$ cat src/rtl/alu_seq_ctrl_pkg.sv
// Shared opcode, state and ALU-select definitions for the ALU sequencing controller
// and anything that drives or observes it.
package alu_seq_ctrl_pkg;

  typedef enum logic [2:0] {
    OP_LOAD = 3'd0,
    OP_ADD  = 3'd1,
    OP_SUB  = 3'd2,
    OP_AND  = 3'd3,
    OP_OR   = 3'd4,
    OP_XOR  = 3'd5,
    OP_NOT  = 3'd6,
    OP_CLR  = 3'd7
  } op_e;

  typedef enum logic [1:0] {
    ST_IDLE = 2'd0,
    ST_EXEC = 2'd1,
    ST_RESP = 2'd2
  } state_e;

  typedef struct packed {
    logic s_sub;
    logic s_fas;
    logic s_and;
    logic s_or;
    logic s_xor;
    logic s_not;
  } sel_t;

  localparam int unsigned DATA_W = 16;

  function automatic sel_t decode_sel(input op_e op);
    sel_t s;
    s = '0;
    case (op)
      OP_ADD:  s.s_fas = 1'b1;
      OP_SUB:  begin s.s_fas = 1'b1; s.s_sub = 1'b1; end
      OP_AND:  s.s_and = 1'b1;
      OP_OR:   s.s_or  = 1'b1;
      OP_XOR:  s.s_xor = 1'b1;
      OP_NOT:  s.s_not = 1'b1;
      default: s = '0;
    endcase
    return s;
  endfunction

endpackage

$ cat src/rtl/alu_seq_ctrl.sv
// Command sequencer: accepts one command, drives an external ALU for one cycle,
// updates the accumulator and holds the result until the consumer takes it.
import alu_seq_ctrl_pkg::*;

module alu_seq_ctrl (
  input  logic              CLK,
  input  logic              RST_N,
  input  logic              CMD_VALID,
  output logic              CMD_READY,
  input  logic [2:0]        CMD_OP,
  input  logic [DATA_W-1:0] CMD_DATA,
  output logic [DATA_W-1:0] ALU_A,
  output logic [DATA_W-1:0] ALU_B,
  output logic              S_SUB,
  output logic              S_FAS,
  output logic              S_AND,
  output logic              S_OR,
  output logic              S_XOR,
  output logic              S_NOT,
  input  logic [DATA_W-1:0] ALU_R,
  output logic              RES_VALID,
  input  logic              RES_READY,
  output logic [DATA_W-1:0] RES_DATA,
  output logic              RES_ZERO,
  output logic              RES_NEG
);

  state_e            state_q, state_d;
  op_e               op_q, op_d;
  logic [DATA_W-1:0] operand_q, operand_d;
  logic [DATA_W-1:0] acc_q, acc_d;
  logic [DATA_W-1:0] alu_a_q, alu_a_d;
  logic [DATA_W-1:0] alu_b_q, alu_b_d;
  sel_t              sel_q, sel_d;
  logic              cmd_ready_q, cmd_ready_d;
  logic              res_valid_q, res_valid_d;

  // Next-state and datapath: selects/operands are loaded on accept so they are
  // valid exactly for the single EXEC cycle.
  always_comb begin
    state_d   = state_q;
    op_d      = op_q;
    operand_d = operand_q;
    acc_d     = acc_q;
    alu_a_d   = alu_a_q;
    alu_b_d   = alu_b_q;
    sel_d     = '0;
    case (state_q)
      ST_IDLE: begin
        if (CMD_VALID && cmd_ready_q) begin
          state_d   = ST_EXEC;
          op_d      = op_e'(CMD_OP);
          operand_d = CMD_DATA;
          alu_a_d   = acc_q;
          alu_b_d   = CMD_DATA;
          sel_d     = decode_sel(op_e'(CMD_OP));
        end else begin
          state_d = ST_IDLE;
        end
      end
      ST_EXEC: begin
        state_d = ST_RESP;
        case (op_q)
          OP_LOAD: acc_d = operand_q;
          OP_CLR:  acc_d = 16'h0000;
          default: acc_d = ALU_R;
        endcase
      end
      ST_RESP: begin
        if (res_valid_q && RES_READY) begin
          state_d = ST_IDLE;
        end else begin
          state_d = ST_RESP;
        end
      end
      default: state_d = ST_IDLE;
    endcase
    cmd_ready_d = (state_d == ST_IDLE);
    res_valid_d = (state_d == ST_RESP);
  end

  // State and output registers; reset holds CMD_READY low until the first edge after release.
  always_ff @(posedge CLK or negedge RST_N) begin
    if (!RST_N) begin
      state_q     <= ST_IDLE;
      op_q        <= OP_LOAD;
      operand_q   <= 16'h0000;
      acc_q       <= 16'h0000;
      alu_a_q     <= 16'h0000;
      alu_b_q     <= 16'h0000;
      sel_q       <= '0;
      cmd_ready_q <= 1'b0;
      res_valid_q <= 1'b0;
    end else begin
      state_q     <= state_d;
      op_q        <= op_d;
      operand_q   <= operand_d;
      acc_q       <= acc_d;
      alu_a_q     <= alu_a_d;
      alu_b_q     <= alu_b_d;
      sel_q       <= sel_d;
      cmd_ready_q <= cmd_ready_d;
      res_valid_q <= res_valid_d;
    end
  end

  assign CMD_READY = cmd_ready_q;
  assign RES_VALID = res_valid_q;
  assign RES_DATA  = acc_q;
  assign RES_ZERO  = (acc_q == 16'h0000);
  assign RES_NEG   = acc_q[DATA_W-1];
  assign ALU_A     = alu_a_q;
  assign ALU_B     = alu_b_q;
  assign S_SUB     = sel_q.s_sub;
  assign S_FAS     = sel_q.s_fas;
  assign S_AND     = sel_q.s_and;
  assign S_OR      = sel_q.s_or;
  assign S_XOR     = sel_q.s_xor;
  assign S_NOT     = sel_q.s_not;

endmodule

$ cat config.mk
export PLATFORM = sky130hd
export DESIGN_NAME = alu_seq_ctrl
export DESIGN_NICKNAME = d
export VERILOG_FILES = /design/src/rtl/alu_seq_ctrl_pkg.sv /design/src/rtl/alu_seq_ctrl.sv
export SDC_FILE = /design/constraint.sdc
export NUM_CORES = 1
export LEC_CHECK = 0
export CAP_MARGIN = 40
export CORE_UTILIZATION = 40
export DETAILED_ROUTE_END_ITERATION = 10
export PLACE_DENSITY = 0.74
export RECOVER_POWER = 100
export SLEW_MARGIN = 5
export SYNTH_ARGS = -nofsm -noshare
export SYNTH_HDL_FRONTEND = slang
export SYNTH_SLANG_ARGS = --single-unit
export TNS_END_PERCENT = 10
$ cat constraint.sdc
create_clock -name CLK -period 1.7 [get_ports CLK]
set_input_delay 0.255 -clock CLK [delete_from_list [all_inputs] [get_ports CLK]]
set_output_delay 0.255 -clock CLK [all_outputs]
set_load 0.03 [all_outputs]
======== Word-level counts from Yosys, hierarchy flattened ========
Index checks and enable logic that the tools add are counted.
storage, ports and cells
  register bits after elaboration ......... 61
  bits of input ports ..................... 39
  output and inout port bits .............. 58
  logic and storage cells ................. 43
operators by class
  equality and inequality tests ........... 10
  multiplexer cells ....................... 12
  reduce and logical (&&, ||, !) cells .... 8
operators with widths
  cell                                                                   number
  16-bit one-hot mux with 2 select lines                                 1
  16-bit logical NOT                                                     1
  3-bit equality test, second input constant                             4
  6-bit two-way mux                                                      2
  1-bit two-way mux                                                      7
  3-bit by 2-bit equality test with 1-bit output, second input constant  2
  2-bit one-hot mux with 3 select lines                                  1
  2-bit equality test, second input constant                             2
  2-bit logical NOT                                                      2
  3-bit by 1-bit equality test with 1-bit output, second input constant  1
  3-bit logical NOT                                                      1
  2-bit by 1-bit equality test with 1-bit output, second input constant  1
  1-bit logical AND                                                      2
  2-bit two-way mux                                                      1
  2-bit AND reduction                                                    1
  2-bit OR reduction                                                     1

======== Depth between registers and ports, before layout ========
  depth in word-level cells ............... 5
  mapped depth ............................ 7
  mapped depth without buffers ............ 5

======== Worst setup path before layout ========
No wires, ideal clock.
  path kind ............................... reg-to-reg
  start point ............................. reg cmd_ready_q (netlist: CMD_READY)
  end point ............................... reg alu_a_q[0] (netlist: ALU_A[0])
  setup time .............................. 125 ps
  data arrival time ....................... 1,322 ps
  data required time ...................... 1,575 ps
  slack ................................... 253 ps
  stages on the path, launching flop included .. 6
  buffers on the path ..................... 2
  clock period less this slack ............ 1,447 ps
  cells stage by stage .................... dfrtp_1 > nand3_2 > inv_2 > buf_6 > buf_8 > mux2_4
on the way
  word-level cells in the longest chain between the ends .. 2
ends and longest elaborated chain
  item                                  RTL line             RTL
  start: declaration                    alu_seq_ctrl.sv:35   logic cmd_ready_q, cmd_ready_d;
  start signal: assignment              alu_seq_ctrl.sv:102  cmd_ready_q <= cmd_ready_d;
  1-bit logical AND                     alu_seq_ctrl.sv:50   if (CMD_VALID && cmd_ready_q) begin
  2-bit AND reduction (no source line)  --
  end signal: assignment                alu_seq_ctrl.sv:99   alu_a_q <= alu_a_d;
  end: declaration                      alu_seq_ctrl.sv:32   logic [DATA_W-1:0] alu_a_q, alu_a_d;
Every way passes these cells.
A chain may end at the register's enable or synchronous reset.

======== Worst setup path after layout ========
  start point ............................. reg acc_q[7] (netlist: RES_DATA[7])
  end point ............................... out RES_ZERO
on the way
  word-level cells in the longest chain between the ends .. 1
ends and longest elaborated chain
  item                      RTL line             RTL
  start: declaration        alu_seq_ctrl.sv:31   logic [DATA_W-1:0] acc_q, acc_d;
  start signal: assignment  alu_seq_ctrl.sv:88   acc_q <= 16'h0000;
  start signal: assignment  alu_seq_ctrl.sv:98   acc_q <= acc_d;
  16-bit logical NOT        alu_seq_ctrl.sv:110  assign RES_ZERO = (acc_q == 16'h0000);
  end: declaration          alu_seq_ctrl.sv:24   output logic RES_ZERO,
Every way passes these cells.

==> summary.md <==
| Metric | Value |
|---|---|
| Status | finished, final reports clean |
| TritonCTS Buffers | 9 |
| Die Wd | 81.9 um |
| Max Cap Violations | 0 |
| Number of remaining DRC errors | 0 |
| Synthesized instance count | 167 |
| Initial DRC count | 88 |
| Internal power | 4.34 mW |
| Post-DR wirelength/cell | 16.5 um |
| Hold WC Path Type | flop to flop |
| GR Overflow Total | 0 |
| RSZ-0062 raised after global routing | yes |
| Setup TNS | 0 ps |
| Largest net degree at the start of global routing | 62 |
| Die ar. | 6710 um^2 |
| Area post-placement | 3570 um^2 |
| Final Instance Area | 3640 um^2 |
| Initial antenna violation count | 0 |
| Vias in the first global route | 1835 |
| Worst-margin pin slew | 827 ps |
| Crit-path max FO | 4 |
| Crit path DAT | 1430 ps |
| Hold slack | 511 ps |
| Register area share after synthesis | 59.8% |
| I/O pins | 97 |
| Sw Share | 41.2% |
| #FFs+latches synth | 61 |
| Yosys warns | 0 |
| Combinational group share of total power | 49.0% |
| Switching pwr | 3.04 mW |
| Layout area overhead | 42.6% |
| First-pass GRT wire length | 9040 um |
| Worst R2R Setup Slack | 10 ps |
| Share of cells above drive strength 1 | 25.1% |
| Clock Latency Late Sink | 340 ps |
| Static Leak | 1.61 nW |
| Peak VDD IR | 0.00113 V |
| Max stage delay cell, worst path | dfrtp_1 |
| Post-DR vias/cell | 5.01 |
| Origin of the worst min-delay path | ALU_A[11]$_DFFE_PN0P_ |
| Synth cell types | 29 |
| Minimum clock period | 1690 ps |
| Synth async-reset ratio | 100% |
| Total global routing track utilization | 18.9% |
| Worst Hold End | ALU_A[11]$_DFFE_PN0P_ |
| Final Net Count | 311 |
| Clock sink total | 61 |
| CTS H-tree lvls | 3 |
| EDFF count, synth | 0 |
| Critical Path RT | 1440 ps |
| Clock power share | 15.1% |
| Mapped cell area | 2550 um^2 |
| Finish-stage setup viols | 0 |
| Drt first pass iters | 4 |
| FILL cells | 497 |
| Commonest non-fill, non-tap cells in the layout | clkdlybuf4s50_1, dfrtp_1, mux2_2, clkbuf_1 |
| Seq pwr share | 35.9% |
| Crit end category | output pin |
| Critical path cell sequence | nor4_2, and4_1, buf_4 |
| Core area | 6030 um^2 |
| Headroom to the max-slew limit | 44.8% |
| Final wirelength | 5770 um |
| Reg-to-Reg Start | state_q[0]$_DFF_PN0_ |
| Worst r2r path cells | 5 |
| CTS tree | yes |
| Syn nets | 206 |
| Placed wire-length estimate | 3900 um |
| Row count | 28 |
| Number of cells after detailed placement | 335 |
| Commonest non-fill, non-tap cell in the layout | clkdlybuf4s50_1 |
| Final period util | 99.3% |
| Bufs on Longest Clock Path | 2 |
| CP Class | flop to output pin |
| R2R Path End | op_q[0]$_DFFE_PN0P_ |
| Number of port buffers | 96 |
| Pwr/cell area | 2030 nW/um^2 |
| Synthesized area per cell | 15.3 um^2 |
| Clock Skew | 6.06 ps |
| Final std cells w/o fill | 350 |
| Die H | 81.9 um |
| Starting Density | 42.4% |
| Post-route setup slack | 11.3 ps |
| Antenna-violating nets left | 0 |
| Startpoint type of the worst setup path | flop |
| GPL Wtd Cong | 0.759 |
| Via count | 1753 |
| Number of cells on the worst hold path | 1 |
| Clk root buf | clkbuf_8 |
| Diode count | 0 |
| CTS clk-pin slew, worst paths | 60 ps |
| Ys flop type | dfrtp_1 |
| Slew Viols, Final | 0 |
| CP max stage delay | 420 ps |
| Fmax achieved | 592 MHz |
| Final Hold Fails | 0 |
| Place WS | 73.3 ps |
[logic make-up (layout without fill, tap and decap cells)]
group	Yosys count	after routing	share of synthesized area, %
simple gates	40	40	11.0
compound gates	19	19	7.01
mux	34	34	17.3
xor+xnor	1	1	0.343
flops	61	61	59.8
buf+inv	12	120	4.51
[registers in the layout (all words and copies together), names as in the netlist]
signal	cells
RES_VALID	1
S_SUB	1
RES_DATA	16
S_FAS	1
S_OR	1
ALU_A	16
ALU_B	16
state_q	2
op_q	3
S_NOT	1
S_XOR	1
S_AND	1
CMD_READY	1
[power groups by stage]
stage / registers [mW] / logic, mW / clock network, mW
final: 2.64 / 3.61 / 1.12
after global routing: 2.73 / 3.84 / 1.21
after CTS: 2.61 / 3.89 / 1.14
after detailed placement: 2.62 / 3.93 / 0
after global placement: 2.62 / 3.87 / 0
after floorplan: 3.62 / 1.42 / 0
[metal layers]
layer	share of wire [%]	track usage (%)	vias to the layer above
met5	0	0	-
met4	2.0	10.5	0
met3	7.6	5.00	12
met2	47	28.6	73
met1	44	24.4	853
li1	-	-	815
[critical path, delay by kind of cell, from the launching register on]
kind          cells  cell delay, ps
simple gates      2             520
flops             1             420
buf+inv           1             160
[through the flow]
stage | power [mW] | utilization, %
CTS | 7.64 | 62.1
detailed placement | 6.55 | 59.3
finish | 7.37 | 60.4
global route | 7.79 | 60.4
floorplan | 5.04 | -
global placement | 6.49 | 59.3
[cell type report]
class / instances / area, um^2 / area share (%)
Clock buffer: 12 / 155 / 4.26
Clock inverter: 2 / 10.0 / 0.275
Inverter: 2 / 7.51 / 0.206
Multi-Input combinational cell: 94 / 938 / 25.8
Sequential cell: 61 / 1530 / 42.0
Tap cell: 75 / 93.8 / 2.58
Timing Repair Buffer: 104 / 908 / 24.9
[timing repair]
item	CTS	global route
setup buffers	0	0
hold endpoints to repair	61	0
gates cloned	0	0
hold buffers	1	0
gates resized for setup	10	22
pin swaps	0	1
endpoints found under the setup margin	11	18
[synthesized netlist by cell type (2+ instances only)]
| library cell | instances | area share (%) |
|---|---|---|
| a221o_1 | 13 | 5.1 |
| a221o_2 | 3 | 1.3 |
| and2_1 | 16 | 3.9 |
| buf_4 | 3 | 0.88 |
| buf_6 | 4 | 1.8 |
| dfrtp_1 | 61 | 60 |
| mux2_2 | 18 | 7.9 |
| mux2_4 | 16 | 9.4 |
| nand2b_1 | 2 | 0.49 |
| nor2_1 | 3 | 0.44 |
| nor3_1 | 4 | 0.78 |
| nor3_4 | 2 | 1.3 |
| nor4_1 | 4 | 0.98 |
| o21ai_0 | 3 | 0.59 |
[how the worst max path moves through the flow]
stage          cells after the start  slack, ps                     to               startpoint
6_report                           3         10               RES_ZERO  RES_DATA[7]$_DFFE_PN0N_
5_1_grt                            3        -90               RES_ZERO  RES_DATA[7]$_DFFE_PN0N_
4_1_cts                            3        -50               RES_ZERO  RES_DATA[2]$_DFFE_PN0N_
3_5_place_dp                       5         70  ALU_A[13]$_DFFE_PN0P_                CMD_VALID
3_3_place_gp                       5         80   ALU_B[2]$_DFFE_PN0P_                CMD_VALID
2_1_floorplan                      5        250   ALU_A[0]$_DFFE_PN0P_      CMD_READY$_DFF_PN0_
(Power assumes the default switching activity.)
